==> src/rtl/score_bcd_formatter.sv <==
// score_bcd_formatter: iterative double-dabble conversion of a 16-bit score into
// four saturated BCD digits, packed as active-low 7-segment bytes for display_7segment.
module score_bcd_formatter #(
   parameter bit BLANK_LZ = 1'b1,
   localparam int unsigned VAL_W = 16,
   localparam int unsigned NDIG  = 4,
   localparam int unsigned BCD_W = 4 * NDIG,
   localparam int unsigned PAT_W = 8 * NDIG
) (
   input  logic             CP,
   input  logic             RST,
   input  logic             start,
   input  logic [VAL_W-1:0] value,
   input  logic [NDIG-1:0]  dp_mask,
   output logic             busy,
   output logic             done,
   output logic [BCD_W-1:0] bcd,
   output logic             ovf,
   output logic [PAT_W-1:0] patten_out
);

   localparam int unsigned SCR_DIG = 5;
   localparam int unsigned SCR_W   = 4 * SCR_DIG;
   localparam int unsigned CNT_W   = 4;

   localparam logic [CNT_W-1:0] CNT_LAST   = '1;
   localparam logic [6:0]       SEG_BLANK  = 7'b1111111;
   localparam logic [PAT_W-1:0] PATTEN_RST = BLANK_LZ ? 32'hFFFF_FFC0 : 32'hC0C0_C0C0;

   typedef enum logic [1:0] {
      S_IDLE = 2'd0,
      S_CONV = 2'd1,
      S_FMT  = 2'd2
   } state_t;

   state_t             state_q, state_nxt;
   logic [VAL_W-1:0]   shift_q, shift_nxt;
   logic [SCR_W-1:0]   scr_q, scr_nxt;
   logic [CNT_W-1:0]   cnt_q, cnt_nxt;
   logic [NDIG-1:0]    dp_q, dp_nxt;
   logic               busy_nxt, done_nxt, ovf_nxt;
   logic [BCD_W-1:0]   bcd_nxt;
   logic [PAT_W-1:0]   patten_nxt;

   logic [SCR_W-1:0]   scr_adj_c;
   logic               fmt_ovf_c;
   logic [BCD_W-1:0]   fmt_bcd_c;
   logic [PAT_W-1:0]   fmt_patten_c;
   logic               lead_c;

   // Active-low segment code {g,f,e,d,c,b,a} for one BCD digit
   function automatic logic [6:0] seg_code(input logic [3:0] d);
      logic [6:0] s;
      case (d)
         4'd0:    s = 7'b1000000;
         4'd1:    s = 7'b1111001;
         4'd2:    s = 7'b0100100;
         4'd3:    s = 7'b0110000;
         4'd4:    s = 7'b0011001;
         4'd5:    s = 7'b0010010;
         4'd6:    s = 7'b0000010;
         4'd7:    s = 7'b1111000;
         4'd8:    s = 7'b0000000;
         4'd9:    s = 7'b0010000;
         default: s = SEG_BLANK;
      endcase
      return s;
   endfunction

   // Add-3 correction of every scratch digit that is 5 or more
   always_comb begin
      scr_adj_c = scr_q;
      for (int unsigned k = 0; k < SCR_DIG; k++) begin
         if (scr_q[k*4 +: 4] >= 4'd5) begin
            scr_adj_c[k*4 +: 4] = scr_q[k*4 +: 4] + 4'd3;
         end
      end
   end

   // Saturate, blank leading zeros and pack the display bytes from the finished scratch
   always_comb begin
      fmt_ovf_c    = (scr_q[SCR_W-1 -: 4] != 4'd0);
      fmt_bcd_c    = fmt_ovf_c ? 16'h9999 : scr_q[BCD_W-1:0];
      lead_c       = 1'b1;
      fmt_patten_c = '0;
      for (int unsigned k = 0; k < NDIG; k++) begin
         lead_c = lead_c & (fmt_bcd_c[(NDIG-1-k)*4 +: 4] == 4'd0);
         fmt_patten_c[(NDIG-1-k)*8 +: 8] =
            {~dp_q[NDIG-1-k],
             (BLANK_LZ && !fmt_ovf_c && lead_c && (k != NDIG-1)) ?
                SEG_BLANK : seg_code(fmt_bcd_c[(NDIG-1-k)*4 +: 4])};
      end
   end

   // Next-state and next-output logic
   always_comb begin
      state_nxt  = state_q;
      shift_nxt  = shift_q;
      scr_nxt    = scr_q;
      cnt_nxt    = cnt_q;
      dp_nxt     = dp_q;
      busy_nxt   = busy;
      done_nxt   = 1'b0;
      bcd_nxt    = bcd;
      ovf_nxt    = ovf;
      patten_nxt = patten_out;

      case (state_q)
         S_IDLE: begin
            if (start) begin
               shift_nxt = value;
               dp_nxt    = dp_mask;
               scr_nxt   = '0;
               cnt_nxt   = '0;
               busy_nxt  = 1'b1;
               state_nxt = S_CONV;
            end
         end
         S_CONV: begin
            {scr_nxt, shift_nxt} = {scr_adj_c[SCR_W-2:0], shift_q, 1'b0};
            cnt_nxt = cnt_q + CNT_W'(1);
            if (cnt_q == CNT_LAST) begin
               state_nxt = S_FMT;
            end
         end
         S_FMT: begin
            bcd_nxt    = fmt_bcd_c;
            ovf_nxt    = fmt_ovf_c;
            patten_nxt = fmt_patten_c;
            done_nxt   = 1'b1;
            busy_nxt   = 1'b0;
            state_nxt  = S_IDLE;
         end
         default: begin
            busy_nxt  = 1'b0;
            state_nxt = S_IDLE;
         end
      endcase
   end

   // State and output registers with synchronous reset
   always_ff @(posedge CP) begin
      if (RST) begin
         state_q    <= S_IDLE;
         shift_q    <= '0;
         scr_q      <= '0;
         cnt_q      <= '0;
         dp_q       <= '0;
         busy       <= 1'b0;
         done       <= 1'b0;
         bcd        <= '0;
         ovf        <= 1'b0;
         patten_out <= PATTEN_RST;
      end else begin
         state_q    <= state_nxt;
         shift_q    <= shift_nxt;
         scr_q      <= scr_nxt;
         cnt_q      <= cnt_nxt;
         dp_q       <= dp_nxt;
         busy       <= busy_nxt;
         done       <= done_nxt;
         bcd        <= bcd_nxt;
         ovf        <= ovf_nxt;
         patten_out <= patten_nxt;
      end
   end

endmodule

==> config.mk <==
export PLATFORM = sky130hd
export DESIGN_NAME = score_bcd_formatter
export DESIGN_NICKNAME = d
export VERILOG_FILES = /design/src/rtl/score_bcd_formatter.sv
export SDC_FILE = /design/constraint.sdc
export NUM_CORES = 1
export LEC_CHECK = 0
export ABC_AREA = 0
export CAP_MARGIN = 20
export CORE_MARGIN = 2
export CORE_UTILIZATION = 40
export CTS_CLUSTER_DIAMETER = 50
export CTS_CLUSTER_SIZE = 24
export DETAILED_ROUTE_END_ITERATION = 12
export HOLD_SLACK_MARGIN = 0.08
export PLACE_DENSITY_LB_ADDON = 0.25
export SYNTH_ARGS = -nofsm -noshare
export SYNTH_HDL_FRONTEND = slang
export SYNTH_SLANG_ARGS = --single-unit
==> constraint.sdc <==
create_clock -name CP -period 5.1 [get_ports CP]
set_input_delay 1.53 -clock CP [delete_from_list [all_inputs] [get_ports CP]]
set_output_delay 1.53 -clock CP [all_outputs]
set_load 0.01 [all_outputs]
Word-level counts from Yosys, hierarchy flattened
Memories as Yosys holds them, arrays and structs flattened. A register that Yosys moved wholly into a read port is not among the register bits.
Cells that the tools add are included.
W data, S select, Z words.
- register bits after elaboration: 97
- memory bits (read-only): 448
- memories: 4
- output and inout bits: 51
- input bits: 23
- memories (name ; depth ; bits a word ; read ports ; clocked after memory_dff ; wr ports ; RTL line ; source):
    (name not given) ; 16 ; 7 ; 1 ; 0 ; 0 ; 54 ; case (d)
    (name not given) ; 16 ; 7 ; 1 ; 0 ; 0 ; 54 ;
    (name not given) ; 16 ; 7 ; 1 ; 0 ; 0 ; 54 ;
    (name not given) ; 16 ; 7 ; 1 ; 1 ; 0 ; 54 ;
- reductions and logical operators: 14
- $add $sub $neg: 6
- mux-type cells: 21
- order comparisons: 5
- equal/unequal tests: 5
- bitwise logic cells: 7
- operators by type and width (kind ; count):
    $pmux W20 S2 ; 1
    $mux W16 ; 2
    $pmux W16 S2 ; 1
    $mux W7 ; 3
    $ge A4 B3 Y1 const B ; 5
    $mux W20 ; 1
    $mux W4 ; 5
    $add A4 B2 Y4 const B ; 4
    $logic_not A4 Y1 ; 3
    $pmux W4 S2 ; 1
    $reduce_and A2 Y1 ; 4
    $not A1 Y1 ; 5
    $add A4 B1 Y4 const B ; 1
    $eq A4 B4 Y1 const B ; 1
    $mux W2 ; 2
    $ne A2 B2 Y1 const B ; 2
    $pmux W2 S2 ; 1
    $reduce_bool A4 Y1 ; 1
    $add A3 B2 Y3 const B ; 1
    $logic_and A1 B1 Y1 ; 3
    $mux W3 ; 1
    $and A1 B1 Y1 ; 2
    $eq A2 B1 Y1 const B ; 1
    $eq A2 B2 Y1 const B ; 1
    other kinds (5) ; 6

Depth between registers and ports, before layout
- depth in word-level cells: 7
- mapped depth: 11
- mapped depth without buffers: 10

Least setup slack after synthesis
Ideal clock, no wire load.
- kind: in2reg
- start: input port start
- end: register cnt_q[3]
- arrival time: 2.537 ns
- slack: 2.436 ns
- cell stages on the path: 6
- cells stage by stage: buf_2 > or3b_2 > buf_2 > nand2_1 > mux2_2 > nor2_1
- word-level cells in the longest chain between the ends: 2
- ends and longest elaborated chain (what ; RTL line ; source):
    start: declaration ; 12 ; input logic start,
    $ne A2 B2 Y1 (no source line) ; n/a ;
    $reduce_and A2 Y1 (no source line) ; n/a ;
    end signal: assignment ; 158 ; cnt_q <= cnt_nxt;
    end: declaration ; 39 ; logic [CNT_W-1:0] cnt_q, cnt_nxt;
No other way between the ends.
A chain may end at the register's enable or synchronous reset.

Worst setup path in the final report
- start: input port start
- end: register shift_q[9]
- word-level cells in the longest chain between the ends: 2
- ends and longest elaborated chain (what ; RTL line ; source):
    $ne A2 B2 Y1 (no source line) ; n/a ;
    $reduce_and A2 Y1 (no source line) ; n/a ;
    end signal: assignment ; 156 ; shift_q <= shift_nxt;
    end: declaration ; 37 ; logic [VAL_W-1:0] shift_q, shift_nxt;
No other way between the ends.

==> impl_metrics.csv <==
group,metric,value,unit
run_status,outcome,"finished, violations left",
run_status,violations,"design-rule violations",
final_layout,final_common_cell,"dfxtp_1",
yosys,yosysWarnings,0,
clock_tree,cts.sinks,97,
global_route,grt_pass1_wl,18600,um
final_layout,nets,670,
power,p_leak,2.36,nW
detailed_routing,drc,4,
detailed_routing,antenna_left,0,
yosys,syn_nets,621,
global_route,grt_overflow,0,
final_layout,finalNonFillerCells,761,
die,core,11500,um2
die,die_area,12800,um2
timing,finalMaxSlewViolations,0,
yosys,synth_edf_count,0,
yosys,async_flop_share,0,%
clock_tree,cts_setup_buffers,0,
die,io_pins,74,
detailed_routing,routedWlPerCell,14.7,um
timing,fmax,315,MHz
yosys,synth-main-ff-cell,"dfxtp_1",
clock_tree,cts_resized,0,
detailed_routing,finalWirelength,11200,um
yosys,syn_inst,566,
power,ir_worst_vdd,0.215,mV
timing,relSlewSlack,40.5,%
timing,tns,0,ps
job,max_cap_violations,0,
timing,worstMarginPinSlew,888,ps
clock_tree,htree_levels,3,
detailed_routing,vias,4033,
global_route,antenna_found_initial,0,
final_layout,areaGrowthSynthToFinish,22.0,%
worst_setup_path,rr_endpoint,"patten_out[8]$_SDFFE_PP1P_",
place,dp_hpwl,7610,um
worst_setup_path,crit_path_start_kind,"input pin",
timing,final_hold_viol_count,0,
detailed_routing,vias_per_cell,5.30,
worst_setup_path,rrSetupSlack,2290,ps
clock_tree,clock_latency,350,ps
place,dpl-instance-area,5510,um2
min_path,worst_hold_path.endpoint,"shift_q[3]$_SDFFE_PP0P_",
worst_setup_path,crit_path_end_kind,"flip-flop",
yosys,seq_area_frac_synth,40.8,%
min_path,hold_start,"shift_q[2]$_SDFFE_PP0P_",
die,initial_core_util,41.3,%
detailed_routing,first_pass_iters,10,
yosys,netlist_area,4750,um2
final_layout,final_core_util,50.4,%
clock_tree,cts-root-buf,"clkbuf_16",
worst_setup_path,rr_worst_depth,9,
final_layout,fin_area,5800,um2
detailed_routing,drt_iter0_drc,176,
clock_tree,hold_buffers,0,
worst_setup_path,r2r-start,"scr_q[17]$_SDFFE_PP0P_",
place,portBuffers,73,
clock_tree,cts_tree,"done",
timing,finClkSkew,7.53,ps
timing,setup_viol,0,
timing,final.min_clock_period,3180,ps
timing,rsz0062_at_grt,"false",
final_layout,antennaDiodeCount,0,
min_path,hp-class,"reg2reg",
die,rows,39,
global_route,grt_max_degree,42,
final_layout,n_fill_cell,1112,
die,die_y,113,um
clock_tree,path_clk_slew,60,ps
place,place.gp.congestion,0.811,
worst_setup_path,required,5390,ps
power,power_density,269,nW/um2
global_route,grtUsageTotal,18.1,%
yosys,synth-seq-cells,97,
yosys,ys_types,54,
worst_setup_path,path_max_fanout,19,
place,place_inst,746,
final_layout,drive_gt1_share,6.63,%
yosys,avgSynthCellArea,8.40,um2
die,fp.dieW,113,um
global_route,grt_pass1_vias,3887,
clock_tree,cts_made_buffers,9,
timing,period_share,62.3,%
worst_setup_path,worstSetupPathType,"in2reg",
clock_tree,clockBufferDepth,2,
worst_setup_path,cp_data_arrival_time,3470,ps
min_path,min_path_cells,2,
final_layout,mostFrequentLayoutCells,"dfxtp_1 (97), clkdlybuf4s50_1 (72), nor2_1 (69)",
==> registers in the layout (all words and copies together), names as in the netlist <==
name	count
scr_q	20
patten_out	32
done	1
state_q	2
busy	1
ovf	1
dp_q	4
shift_q	16
cnt_q	4
bcd	16
==> area by class of cell <==
type,instances,area (um2),share of cell area (%)
Clock buffer,10,239,4.12
Clock inverter,4,45.0,0.777
Inverter,24,90.1,1.55
Multi-Input combinational cell,405,2540,43.9
Sequential cell,97,1940,33.5
Tap cell,143,179,3.09
Timing Repair Buffer,78,761,13.1
==> how the worst max path moves through the flow <==
stage / cells after the start / to / slack [ps] / startpoint
2_1_floorplan: 6 / cnt_q[3]$_SDFFE_PP0P_ / 2440 / start
3_3_place_gp: 5 / shift_q[4]$_SDFFE_PP0P_ / 1660 / start
3_5_place_dp: 5 / shift_q[3]$_SDFFE_PP0P_ / 1600 / start
4_1_cts: 5 / shift_q[12]$_SDFFE_PP0P_ / 1970 / start
5_1_grt: 5 / shift_q[9]$_SDFFE_PP0P_ / 1780 / start
6_report: 5 / shift_q[9]$_SDFFE_PP0P_ / 1920 / start
==> Yosys cell counts, types with 11 or more instances <==
cell type   n  share of area (%)
nand2_1    56                4.4
buf_2      13                1.4
mux2i_1    11                2.3
ha_1       32                8.4
nand3_1    20                2.1
nor3_1     20                2.1
a22o_1     13                2.4
clkbuf_1   21                1.7
inv_1      24                1.9
nor2b_1    12                1.6
o21ai_0    28                2.9
nor2_1     69                5.4
a21oi_1    46                4.8
dfxtp_1    97                 41
==> through the flow <==
stage	total power [mW]	hold slack (ps)	setup slack, ps
finish	1.56	446	1920
global route	1.62	468	1780
CTS	1.57	450	1970
detailed placement	0.908	428	1600
global placement	0.906	433	1660
floorplan	0.872	416	2440
==> kinds of logic (layout without fill, tap and decap cells) <==
group,after synthesis,count (layout),share of synthesized area (%)
simple gates,218,218,22.6
mux,13,13,2.79
compound gates,132,132,17.8
buf+inv,64,116,5.71
fa+ha+maj,32,32,8.42
flops,97,97,40.8
xor+xnor,10,10,1.84
==> worst max-delay path, cell delays in order <==
cell and delay (ps):
clkdlybuf4s50_1 590, o21ba_2 370, nor2_2 660, a22oi_1 200
nand2_1 110
==> where the power goes <==
| part | internal, mW | total, mW | switching, mW | leakage, nW |
|---|---|---|---|---|
| sequential | 0.776 | 0.791 | 0.0153 | 0.787 |
| clock | 0.385 | 0.671 | 0.286 | 0.144 |
| combinational | 0.0422 | 0.0999 | 0.0578 | 1.43 |
| total | 1.20 | 1.56 | 0.359 | 2.36 |
==> metal layers <==
layer | routed length (um) | vias to the layer above | track usage, % | share of wire (%)
met1 | 5000 | 1901 | 22.6 | 45
met4 | 167 | 0 | 7.15 | 1.5
met5 | 0 | - | 0 | 0
li1 | - | 2041 | - | -
met3 | 489 | 12 | 3.21 | 4.4
met2 | 5520 | 79 | 31.0 | 49
No activity file was read; power rests on OpenSTA's default activity.
